$ cat src/rtl/l2cache_control_nway.sv
// Control FSM for a WAYS-way write-back L2 cache with tree PLRU and retry back-off.
// Define PERF_CNT_EN to add saturating hit/miss/write-back counters.
module l2cache_control_nway #(
    parameter int WAYS = 4,
    parameter int RTY_GAP = 4,
    localparam int WIDX = $clog2(WAYS)
) (
    input  logic            clk,
    input  logic            rst,
    input  logic            cpu_cyc,
    input  logic            cpu_stb,
    input  logic            cpu_we,
    output logic            cpu_ack,
    input  logic [WAYS-1:0] hit_vec,
    input  logic [WAYS-1:0] valid_vec,
    input  logic            victim_dirty,
    input  logic [WAYS-2:0] plru_out,
    output logic [WAYS-2:0] plru_in,
    output logic            plru_write,
    output logic [WIDX-1:0] victim_way,
    output logic [WAYS-1:0] way_write,
    output logic [WAYS-1:0] valid_write,
    output logic            valid_in,
    output logic [WAYS-1:0] dirty_write,
    output logic            dirty_in,
    output logic [1:0]      datainmux_sel,
    output logic            memaddrmux_sel,
    output logic            mem_cyc,
    output logic            mem_stb,
    output logic            mem_we,
    input  logic            mem_ack,
    input  logic            mem_rty
`ifdef PERF_CNT_EN
    ,
    output logic [31:0]     hit_count,
    output logic [31:0]     miss_count,
    output logic [31:0]     wb_count
`endif
);

    localparam logic [2:0] IDLE       = 3'd0;
    localparam logic [2:0] WRITE_BACK = 3'd1;
    localparam logic [2:0] STROBE     = 3'd2;
    localparam logic [2:0] ALLOCATE   = 3'd3;
    localparam logic [2:0] RTY_WAIT   = 3'd4;

    logic [2:0]      state, state_next;
    logic [2:0]      saved, saved_next;
    logic [7:0]      rty_cnt, rty_cnt_next;
    logic [WIDX-1:0] hit_way, inv_way, victim_sel;
    logic            req, any_hit, any_inv, hit_ev, miss_ev;

    // Point every node on the accessed way's path away from that way.
    function automatic logic [WAYS-2:0] plru_touch(
        input logic [WAYS-2:0] cur,
        input logic [WIDX-1:0] w
    );
        logic [WAYS-2:0] r;
        int n;
        r = cur;
        n = 0;
        for (int l = WIDX - 1; l >= 0; l--) begin
            r[n] = ~w[l];
            n = 2 * n + 1 + int'(w[l]);
        end
        return r;
    endfunction

    function automatic logic [WIDX-1:0] plru_walk(input logic [WAYS-2:0] t);
        logic [WIDX-1:0] v;
        int n;
        v = '0;
        n = 0;
        for (int l = WIDX - 1; l >= 0; l--) begin
            v[l] = t[n];
            n = 2 * n + 1 + int'(t[n]);
        end
        return v;
    endfunction

    always_comb begin
        hit_way = '0;
        inv_way = '0;
        for (int i = WAYS - 1; i >= 0; i--) begin
            if (hit_vec[i]) hit_way = WIDX'(i);
            if (!valid_vec[i]) inv_way = WIDX'(i);
        end
    end

    assign req        = cpu_cyc & cpu_stb;
    assign any_hit    = |hit_vec;
    assign any_inv    = ~&valid_vec;
    assign victim_sel = any_inv ? inv_way : plru_walk(plru_out);
    assign hit_ev     = (state == IDLE) && req && any_hit;
    assign miss_ev    = (state == IDLE) && req && !any_hit;

    always_comb begin
        state_next   = state;
        saved_next   = saved;
        rty_cnt_next = rty_cnt;
        case (state)
            IDLE: begin
                if (miss_ev) begin
                    if (valid_vec[victim_sel] && victim_dirty) state_next = WRITE_BACK;
                    else state_next = ALLOCATE;
                end
            end
            WRITE_BACK: begin
                if (mem_ack) begin
                    state_next = STROBE;
                end else if (mem_rty) begin
                    state_next   = RTY_WAIT;
                    saved_next   = WRITE_BACK;
                    rty_cnt_next = '0;
                end
            end
            STROBE: state_next = ALLOCATE;
            ALLOCATE: begin
                if (mem_ack) begin
                    state_next = IDLE;
                end else if (mem_rty) begin
                    state_next   = RTY_WAIT;
                    saved_next   = ALLOCATE;
                    rty_cnt_next = '0;
                end
            end
            RTY_WAIT: begin
                if (rty_cnt == 8'(RTY_GAP - 1)) begin
                    state_next   = saved;
                    rty_cnt_next = '0;
                end else begin
                    rty_cnt_next = rty_cnt + 8'd1;
                end
            end
            default: state_next = IDLE;
        endcase
    end

    always_ff @(posedge clk) begin
        if (rst) begin
            state      <= IDLE;
            saved      <= ALLOCATE;
            rty_cnt    <= '0;
            victim_way <= '0;
        end else begin
            state   <= state_next;
            saved   <= saved_next;
            rty_cnt <= rty_cnt_next;
            if (miss_ev) victim_way <= victim_sel;
        end
    end

    always_comb begin
        cpu_ack        = 1'b0;
        plru_in        = '0;
        plru_write     = 1'b0;
        way_write      = '0;
        valid_write    = '0;
        valid_in       = 1'b0;
        dirty_write    = '0;
        dirty_in       = 1'b0;
        datainmux_sel  = 2'b00;
        memaddrmux_sel = 1'b0;
        mem_cyc        = 1'b0;
        mem_stb        = 1'b0;
        mem_we         = 1'b0;
        case (state)
            IDLE: begin
                if (hit_ev) begin
                    cpu_ack    = 1'b1;
                    plru_write = 1'b1;
                    plru_in    = plru_touch(plru_out, hit_way);
                    if (cpu_we) begin
                        way_write     = WAYS'(1) << hit_way;
                        valid_write   = WAYS'(1) << hit_way;
                        dirty_write   = WAYS'(1) << hit_way;
                        valid_in      = 1'b1;
                        dirty_in      = 1'b1;
                        datainmux_sel = 2'b01;
                    end
                end
            end
            WRITE_BACK: begin
                mem_cyc        = 1'b1;
                mem_stb        = 1'b1;
                mem_we         = 1'b1;
                memaddrmux_sel = 1'b1;
            end
            ALLOCATE: begin
                mem_cyc = 1'b1;
                mem_stb = 1'b1;
                if (mem_ack) begin
                    way_write   = WAYS'(1) << victim_way;
                    valid_write = WAYS'(1) << victim_way;
                    dirty_write = WAYS'(1) << victim_way;
                    valid_in    = 1'b1;
                    plru_write  = 1'b1;
                    plru_in     = plru_touch(plru_out, victim_way);
                end
            end
            default: ;
        endcase
    end

`ifdef PERF_CNT_EN
    logic wb_ev;
    assign wb_ev = (state == WRITE_BACK) && mem_ack;

    always_ff @(posedge clk) begin
        if (rst) begin
            hit_count  <= '0;
            miss_count <= '0;
            wb_count   <= '0;
        end else begin
            if (hit_ev && hit_count != '1) hit_count <= hit_count + 32'd1;
            if (miss_ev && miss_count != '1) miss_count <= miss_count + 32'd1;
            if (wb_ev && wb_count != '1) wb_count <= wb_count + 32'd1;
        end
    end
`endif

endmodule

$ cat config.mk
export PLATFORM = sky130hd
export DESIGN_NAME = l2cache_control_nway
export DESIGN_NICKNAME = d
export VERILOG_FILES = /design/src/rtl/l2cache_control_nway.sv
export SDC_FILE = /design/constraint.sdc
export NUM_CORES = 1
export LEC_CHECK = 0
export CAP_MARGIN = 30
export CORE_MARGIN = 3
export CORE_UTILIZATION = 35
export DETAILED_ROUTE_END_ITERATION = 8
export PLACE_DENSITY = 0.79
export SLEW_MARGIN = 10
export SYNTH_ARGS = -nofsm -noshare
export SYNTH_HDL_FRONTEND = slang
export SYNTH_SLANG_ARGS = --single-unit
$ cat constraint.sdc
create_clock -name clk -period 2 [get_ports clk]
set_input_delay 0.3 -clock clk [delete_from_list [all_inputs] [get_ports clk]]
set_output_delay 0.3 -clock clk [all_outputs]
set_load 0.005 [all_outputs]
# --- After elaboration in Yosys (flattened, before gate mapping) ---
# Cells that the tools add are included.
word_totals:
  latch_bits: 0
  out_inout_bits: 27
  n_memories: 0
  reg_bits: 16
  romBits: 0
  ram_bits: 0
  elab_cells: 106
classes:
  n_bitwise: 5
  muxes: 56
  shift: 2
  multipliers: 0
  eq_ne: 13
  order_cmp: 6
  reduce_logical: 16
  n_div: 0
  n_addsub: 4
op_table:
  columns: ["cell", "count"]
  rows:
  - ["$mux 3", 11]
  - ["$mux 8", 3]
  - ["$mux 2", 10]
  - ["$mux 1", 16]
  - ["$pmux 8 s2", 1]
  - ["$pmux 3 s5", 1]
  - ["$ne 2x2->1 const B", 7]
  - ["$lt 2x3->1 const B", 4]
  - ["$mux 4", 3]
  - ["$pmux 3 s2", 2]
  - ["$add 8x1->8 const B", 1]
  - ["$eq 8x2->1 const B", 1]
  - ["$pmux 4 s2", 1]
  - ["$shl 1x2->4 const A", 2]
  - ["$add 1x1->2 const A", 3]
  - ["$bwmux 3", 2]
  - ["$eq 3x2->1 const B", 2]
  - ["$logic_and 1x1->1", 6]
  - ["$reduce_and 5->1", 1]
  - ["$bmux 1 s2", 2]
  - ["$demux 1 s2", 2]
  - ["$ge 2x1->1 const B", 2]
  - ["$not 1->1", 4]
  - ["$pmux 1 s2", 2]
  - ["other kinds (12)", 13]

# --- Longest topological paths before layout ---
# Gate-level depths: netlist (run 1).
depth:
  ltp_word: 12
  ltp_mapped: 7
  mapped_depth_nobuf: 5

# --- Least setup slack after synthesis (run 1) ---
# OpenSTA, ideal clock, no wires.
synth_timing:
  path_kind: "reg2out"
  from: "reg state[0]"
  to: "out valid_write[3]"
  required_time_ns: 1.700
  arrival_time_ns: 1.719
  slack_ns: -0.019
  path_buffers: 1
  stages_incl_launch_ff: 6
  path_cell_list: "dfxtp_1 nor2_1 and3_1 nand2_1 o41ai_1 buf_4"
synth_via:
  elab_chain_len: 5
  word_cells_on_any_way: 6
  classes_between: "1 x eq/ne; 2 x mux; 3 x reduce/logical"
synth_rtl:
  columns: ["item", "line", "rtl"]
  rows:
  - ["start, declared", "47", "logic [2:0] state, state_next;"]
  - ["start signal, assigned", "146", "state <= state_next;"]
  - ["$logic_not 3->1", null, null]
  - ["$logic_and 1x1->1 (2 in series)", "94", "assign hit_ev = (state == IDLE) && req && any_hit;"]
  - ["$mux 4", null, null]
  - ["$pmux 4 s2 (*)", null, null]
  - ["end, declared", "22", "output logic [WAYS-1:0] valid_write,"]
# Every way passes the cells marked *; elsewhere a longest branch is shown, timed or not.

# --- Worst setup path after layout (run 1) ---
layout_timing:
  from: "reg state[2]"
  to: "out valid_write[3]"
layout_via:
  elab_chain_len: 5
  word_cells_on_any_way: 6
  classes_between: "1 x eq/ne; 2 x mux; 3 x reduce/logical"
layout_rtl:
  columns: ["item", "line", "rtl"]
  rows:
  - ["$logic_not 3->1", "94, 167", null]
  - ["$logic_and 1x1->1 (2 in series)", "94", null]
  - ["$mux 4", "169", "if (hit_ev) begin"]
  - ["$pmux 4 s2 (*)", "167", "case (state)"]
# Marked as above.

==> flow_summary.toml, run 1 <==
[run_status]
status = "complete, no violations"

[clocking]
clockBufferDepth = 2
clk_root_buffer_cell = "clkbuf_4"
clkSinkCount = 14
hold_buffers = 0
cts_tree = "yes"
cts_buffers = 3
clk_latency_ns = 0.28
cts.clk_slew.worst_paths_ns = 0.08
cts_max_level = 1

[setup_path]
arrival_ns = 1.65
end_kind = "output port"
criticalPathCategory = "flip-flop to output port"
critPathMaxFanout = 3
cp.buffers_inverters = 3
cp_top_family = "simple AND/OR/NAND/NOR gates"
worstRegToRegCells = 6
worst_path_largest_cell_delay_ns = 0.34
worst_ep_required_time_ns = 1.70
crit_chain = "buf_6 > and2b_2 > buf_6 > and3_4 > nand3_2 > o41ai_4 > buf_2"
path_depth = 7
startpoint_type = "flip-flop"
critPathSlowestCell = "dfxtp_2"
path_common_cell = "buf_6"

[yosys]
yosysMostFrequentCell = "nor2_1"
yosysWarnings = 0
ys_top_cells_by_area = "dfxtp_1, buf_4, nor2_1"
seq_area_frac_synth = 0.262
synth_edf_count = 0
synth_area_um2 = 1070
synthCells = 138
syn_avg_cell_area_um2 = 7.76
netlist.area_leader.share = 0.262
yosysTopAreaCell = "dfxtp_1"
yosysUniqueCellTypes = 45
synthFlopType = "dfxtp_1"
async_reset_ff_frac = 0
synth_common_cells = "nor2_1, dfxtp_1, buf_4, nand2_1, nand3_1"
ys_seq_elements = 14
syn_nets = 158

[sta]
hold_violations = 0
skew_ns = 0.00322
drv_slew = 0
period_share = 0.975
setup-tns-final_ns = 0
finalSetupViolCount = 0
max_freq_ghz = 0.513
setup_ws_ns = 0.0497
min_period_ns = 1.95
holdWs_ns = 0.469
rsz0062_at_grt = "yes"

[place]
dpl_cell_area_um2 = 1580
dpl.hpwl_um = 2550
pre_cts_slack_ns = -0.469
gp_congestion = 0.968
dpl.cell_count = 215
numPortBuffers = 44

[detailed_routing]
ant_nets = 0
drtIter0Drc = 73
routedWlPerCell_um = 16.1
drc_errors = 0
firstDrtPassIters = 4
vias = 1239
routed_via_density = 5.56
routed_wl_um = 3590

[power]
power_density_nw_per_um2 = 501
p_leak_nw = 0.750
report.power.total_uw = 859
peakVddDrop_uv = 327

[flow_run]
maxCapViolCount = 0

[global_route]
grt_pass1_vias = 1197
antenna_found_initial = 0
grt_usage = 0.193
grt_max_degree = 12
grt_first_pass_wirelength_um = 5380
grt_overflow = 0

[layout]
drive_gt1_frac = 0.339
area_growth_pct = 59.9
fin_util = 0.605
final_cell_area_um2 = 1710
diodes = 0
nFillCells = 255
layout.nets = 214
stdcell_count = 223

[hold_path]
hold_path.class = "flip-flop to flip-flop"
whs_path_depth = 2

[die]
fp.dieW_um = 61.3
initial_core_util = 0.379
die_h_um = 61.3
dieArea_um2 = 3760
coreArea_um2 = 2830
ios = 46
row_count = 19
cell families (layout without fill, tap and decap cells):
group                    Yosys count  count (layout)  share of synthesized area
flip-flops                        14              14                      0.262
buffers and inverters             22              76                      0.133
other                              1               1                    0.00350
AND/OR/NAND/NOR                   60              60                      0.307
adder cells (fa/ha/maj)            1               1                     0.0117
XOR/XNOR                           4               4                     0.0327
multiplexers                       4               4                     0.0374
AO/OA/AOI/OAI                     32              32                      0.213
path summary, 6_finish.rpt:
kind / from / to / slack, ns
worst max-delay path: state[2] / valid_write[3] / 0.05
worst min-delay path: saved[1] / state[1] / 0.47
worst max register to register: state[2] / rty_cnt[6] / 0.12
worst min register to register: saved[1] / state[1] / 0.47
layout make-up:
class,count,area (um2),area share
tap,31,38.8,0.0226
sequential,14,282,0.164
timing repair buffer,68,564,0.329
multi-input combinational,102,787,0.459
inverter,5,18.8,0.0110
clock buffer,3,22.5,0.0131
state kept, by name, indices dropped and copies added, names as in the netlist:
| name | count |
|---|---|
| state | 3 |
| rty_cnt | 8 |
| victim_way | 2 |
| saved | 1 |
worst reg2reg max path: stages, from the launching register on:
cell and delay (ns):
dfxtp_2 0.36, buf_6 0.10, buf_4 0.11, or3b_1 0.49, a21oi_4 0.24, or3b_1 0.37, a31oi_1 0.14
layer usage:
layer / global-route usage / up-vias / part of all wire
met3: 0.0294 / 8 / 0.078
met4: 0.0960 / 0 / 0.027
met2: 0.340 / 60 / 0.49
met5: 0 / - / 0
met1: 0.224 / 572 / 0.41
li1: - / 599 / -
timing repair:
item	in CTS	in global routing
setup buffers	4	1
endpoints found under the setup margin	22	20
gates resized for setup	64	33
pin swaps	2	2
power breakdown:
group / total (mW) / internal [mW] / switching, mW
Clock: 0.160 / 0.0700 / 0.0896
Combinational: 0.392 / 0.204 / 0.187
Sequential: 0.307 / 0.294 / 0.0135
cell usage in the layout (no fill, tap or decap), types with 3 or more instances in the layout:
cell type,count
nand3_1,5
nand4_1,3
o22ai_1,3
a211oi_1,5
inv_1,5
buf_2,8
clkbuf_2,7
nor2_1,16
a21oi_1,6
buf_6,3
dfxtp_1,13
clkbuf_4,3
buf_4,20
dlygate4sd2_1,9
xnor2_1,3
mux2i_1,4
a31oi_1,4
nand2_1,7
clkdlybuf4s50_1,17
Power figures use the tool's default switching activity.
==> run 2: changes to the inputs <==
Settings changed: PLACE_DENSITY 0.79 to 0.73.
==> flow_summary.toml, run 2 (synthesis results as in run 1) <==
[clocking]
clk_latency_ns = 0.28
cts.clk_slew.worst_paths_ns = 0.07
cts_tree = "yes"
cts_buffers = 3
cts_max_level = 1
clockBufferDepth = 2
clkSinkCount = 14
clk_root_buffer_cell = "clkbuf_4"
hold_buffers = 0

[sta]
rsz0062_at_grt = "no"
slew_headroom = 0.663
period_share = 0.944
skew_ns = 0.000604
min_period_ns = 1.89
max_freq_ghz = 0.530
finalSetupViolCount = 0
drv_slew = 0
hold_violations = 0
worst_pin_slew_ns = 0.498

[detailed_routing]
ant_nets = 0
routed_via_density = 5.58
drtIter0Drc = 44
routedWlPerCell_um = 14.8
routed_wl_um = 3240
drc_errors = 0
vias = 1217
firstDrtPassIters = 4

[global_route]
grt_first_pass_wirelength_um = 5080
grt_usage = 0.182
grt_max_degree = 12
antenna_found_initial = 0
grt_overflow = 0
grt_pass1_vias = 1158

[setup_path]
worst_ep_required_time_ns = 2.19
crit_chain = "ha_1 > nor4b_1 > a21oi_4 > a211o_2 > a211oi_1"
arrival_ns = 2.08
end_kind = "flip-flop"
worst_path_largest_cell_delay_ns = 0.45
startpoint_type = "flip-flop"
critPathMaxFanout = 8
critPathSlowestCell = "nor4b_1"
cp.buffers_inverters = 0
cp_top_family = "compound AO/OA/AOI/OAI gates"
criticalPathCategory = "flip-flop to flip-flop"

[place]
gp_congestion = 0.901
numPortBuffers = 44
dpl.hpwl_um = 2410

[layout]
largest_reg_flops = 8
reg.largest.list = "rty_cnt: 8 flops, state: 3 flops, victim_way: 2 flops"
layout.nets = 209
regMostFlops = "rty_cnt"
area_growth_pct = 48.6
final_cell_mix = "buf_4, clkdlybuf4s50_1, nor2_1"
diodes = 0
fin_util = 0.563
final_common_cell = "buf_4"
drive_gt1_frac = 0.262

[hold_path]
hold_path.class = "flip-flop to flip-flop"

[power]
report.power.total_uw = 818
power_density_nw_per_um2 = 514
peakVddDrop_uv = 331
p_leak_nw = 0.686

[die]
die_h_um = 61.3
coreArea_um2 = 2830
dieArea_um2 = 3760
fp.dieW_um = 61.3
row_count = 19
initial_core_util = 0.379
ios = 46

[flow_run]
maxCapViolCount = 0

[run_status]
status = "complete, no violations"
-- run 2: cell count changes in the layout (fill, tap and decap cells not counted), sizes merged --
cell           previous run  this run
buf                      32        22
clkdlybuf4s50            17        18
clkdlybuf4s15             1         2
clkbuf                   10        13
-- run 2: power by group --
| part | total [mW] | internal (mW) | switching [mW] |
|---|---|---|---|
| Sequential | 0.305 | 0.294 | 0.0114 |
| Combinational | 0.359 | 0.189 | 0.170 |
| Clock | 0.154 | 0.0699 | 0.0840 |
| Total | 0.818 | 0.553 | 0.265 |
-- run 2: cell type report --
cell class	count	area, um2
Clock buffer	3	22.5
Timing Repair Buffer	63	513
Inverter	5	18.8
Fill cell	263	1240
Sequential cell	14	280
Multi-Input combinational cell	102	718
Tap cell	31	38.8
-- run 2: what timing repair did --
action / in CTS / in global routing
setup buffers: 2 / 0
pin swaps: 2 / 0
gates resized for setup: 45 / 27
setup endpoints to repair: 20 / 16
cloned: 0 / 0
-- run 2: worst register-to-register path, delay by kind of cell, from the launching register on --
| kind | cells | cell delay, ns |
|---|---|---|
| AO/OA/AOI/OAI | 3 | 0.71 |
| AND/OR/NAND/NOR | 1 | 0.45 |
| flip-flops | 1 | 0.41 |
| adder cells (fa/ha/maj) | 1 | 0.24 |
-- run 2: per-layer routing --
metal,GRT usage,wire (um),vias to the layer above
met2,0.320,1550,57
met3,0.0461,338,8
li1,-,-,590
met4,0.0960,89,0
met5,0,0,-
met1,0.198,1250,562
-- run 2: worst paths after layout --
check | start | endpoint | slack (ns) | cells past startpoint
worst max-delay path | rty_cnt[0] | state[1] | 0.11 | 5
worst min-delay path | saved[1] | saved[1] | 0.47 | 1
worst max register to register | rty_cnt[0] | state[1] | 0.11 | 5
worst min register to register | saved[1] | saved[1] | 0.47 | 1
-- run 2: through the flow --
| stage | hold WS (ns) | cells | area, um2 | setup WS, ns | TNS [ns] |
|---|---|---|---|---|---|
| after floorplan | 0.435 | 138 | 1080 | 0.126 | 0 |
| after global placement | 0.444 | 213 | 1560 | -0.369 | -5.91 |
| after detailed placement | 0.450 | 213 | 1560 | -0.419 | -6.61 |
| after CTS | 0.469 | 218 | 1600 | -0.0247 | -0.0632 |
| after global routing | 0.489 | 218 | 1590 | 0.00223 | 0 |
| final | 0.473 | 218 | 1590 | 0.113 | 0 |
==> run 3: changes to the inputs <==
--- a/config.mk
+++ b/config.mk
@@ -11,3 +11,4 @@
 export DETAILED_ROUTE_END_ITERATION = 8
-export PLACE_DENSITY = 0.73
+export DONT_BUFFER_PORTS = 1
+export PLACE_DENSITY = 0.54
 export SLEW_MARGIN = 10
==> constraint.sdc (replaced) <==
create_clock -name clk -period 2 [get_ports clk]
set_input_delay 0.4 -clock clk [delete_from_list [all_inputs] [get_ports clk]]
set_output_delay 0.4 -clock clk [all_outputs]
set_load 0.005 [all_outputs]
==> flow_summary.toml, run 3 (synthesis results as in run 1) <==
[run_status]
status = "complete, no violations"

[sta]
max_freq_ghz = 0.508
skew_ns = 0.00296
period_share = 0.984
worst_pin_slew_ns = 0.497
hold_violations = 0
min_period_ns = 1.97
drv_slew = 0
slew_headroom = 0.664
rsz0062_at_grt = "yes"
finalSetupViolCount = 0
setup-tns-final_ns = 0
setup_ws_ns = 0.0312

[detailed_routing]
routed_wl_um = 2360
drc_errors = 0
routed_via_density = 5.63
drtIter0Drc = 30
firstDrtPassIters = 4
routedWlPerCell_um = 14.1
vias = 941
ant_nets = 0

[die]
fp.dieW_um = 61.3
initial_core_util = 0.379
ios = 46
coreArea_um2 = 2830
die_h_um = 61.3
dieArea_um2 = 3760
row_count = 19

[layout]
layout.nets = 157
regMostFlops = "rty_cnt"
area_growth_pct = 7.01
largest_reg_flops = 8
diodes = 0
drive_gt1_frac = 0.206
reg.largest.list = "rty_cnt: 8 flops, state: 3 flops, victim_way: 2 flops"
final_cell_mix = "nor2_1, dfxtp_1, buf_4"
final_common_cell = "nor2_1"
final_cell_area_um2 = 1150
nFillCells = 295

[global_route]
grt_overflow = 0
grt_max_degree = 12
grt_first_pass_wirelength_um = 3750
grt_usage = 0.131
antenna_found_initial = 0
grt_pass1_vias = 862

[hold_path]
hold_path.class = "primary input to flip-flop"
hp-start = "rst"
whs_path_depth = 1
min_to = "state[2]"

[place]
pre_cts_slack_ns = 0.128
numPortBuffers = 0
gp_congestion = 0.888
dpl.hpwl_um = 1870
dpl_cell_area_um2 = 1050

[setup_path]
regToRegEndpoint = "state[1]"
worstRegToRegCells = 5
criticalPathCategory = "flip-flop to output port"
end_kind = "output port"
worst_ep_required_time_ns = 1.60
startpoint_type = "flip-flop"
crit_chain = "and2b_1 > and3_4 > nand2_4 > o41ai_2 > buf_4"
r2r_setup_slack_ns = 0.18
arrival_ns = 1.57
worst_path_largest_cell_delay_ns = 0.36
rr_startpoint = "rty_cnt[0]"
critPathSlowestCell = "dfxtp_4"
critPathMaxFanout = 4

[power]
power_density_nw_per_um2 = 623
peakVddDrop_uv = 274
report.power.total_uw = 714
p_leak_nw = 0.404

[flow_run]
maxCapViolCount = 0

[clocking]
clk_latency_ns = 0.28
cts_buffers = 3
clk_root_buffer_cell = "clkbuf_4"
cts_tree = "yes"
cts_max_level = 1
clockBufferDepth = 2
cts.clk_slew.worst_paths_ns = 0.09
hold_buffers = 0
clkSinkCount = 14
## run 3: cell types whose count changed in the layout (fill, tap and decap cells not counted), moves of 3 or more
cell	before	now
clkbuf_2	10	0
clkdlybuf4s50_1	18	0
dlygate4sd2_1	9	0
buf_4	19	11
buf_2	3	0
## run 3: worst max-delay path by stage
stage,from,to,slack [ns]
4_1_cts,state[2],dirty_write[3],-0.01
3_5_place_dp,state[2],dirty_write[3],0.13
5_1_grt,state[2],valid_write[3],-0.06
2_1_floorplan,state[0],valid_write[3],0.03
6_report,state[2],dirty_write[3],0.03
3_3_place_gp,state[2],valid_write[3],0.18
## run 3: metal layers
layer  routed length (um)  GRT usage
met1                 1070      0.180
met2                 1090      0.198
met3                  159     0.0210
met4                   38     0.0650
met5                    0          0
## run 3: what timing repair did
item,CTS,global route
endpoints found under the setup margin,12,12
setup buffers,4,0
gates cloned,0,0
resized for setup,5,6
pin swaps,3,3
## run 3: layout make-up
class	count	area (um2)	share of cell area
clock buffer	4	36.3	0.0317
inverter	5	18.8	0.0164
multi-input combinational	102	684	0.597
sequential	14	285	0.249
tap	31	38.8	0.0338
timing repair buffer	11	82.6	0.0721
## run 3: worst max-delay path: cells and delay by family (launching register included)
kind	cells	cell delay, ns
AO/OA/AOI/OAI	1	0.27
buffers and inverters	1	0.18
flip-flops	1	0.36
AND/OR/NAND/NOR	3	0.48
## run 3: where the power goes
part	leakage (nW)	switching (mW)	internal, mW	total, mW
sequential	0.114	0.0181	0.295	0.313
combinational	0.269	0.109	0.0889	0.198
clock	0.0210	0.0933	0.111	0.204
## run 3: per-stage QoR
stage               utilization  std cells  hold slack [ns]
global placement          0.370        159            0.455
detailed placement        0.370        159            0.459
finish                    0.405        167            0.166
global route              0.405        167            0.145
floorplan                     -        138            0.435
CTS                       0.399        167            0.158
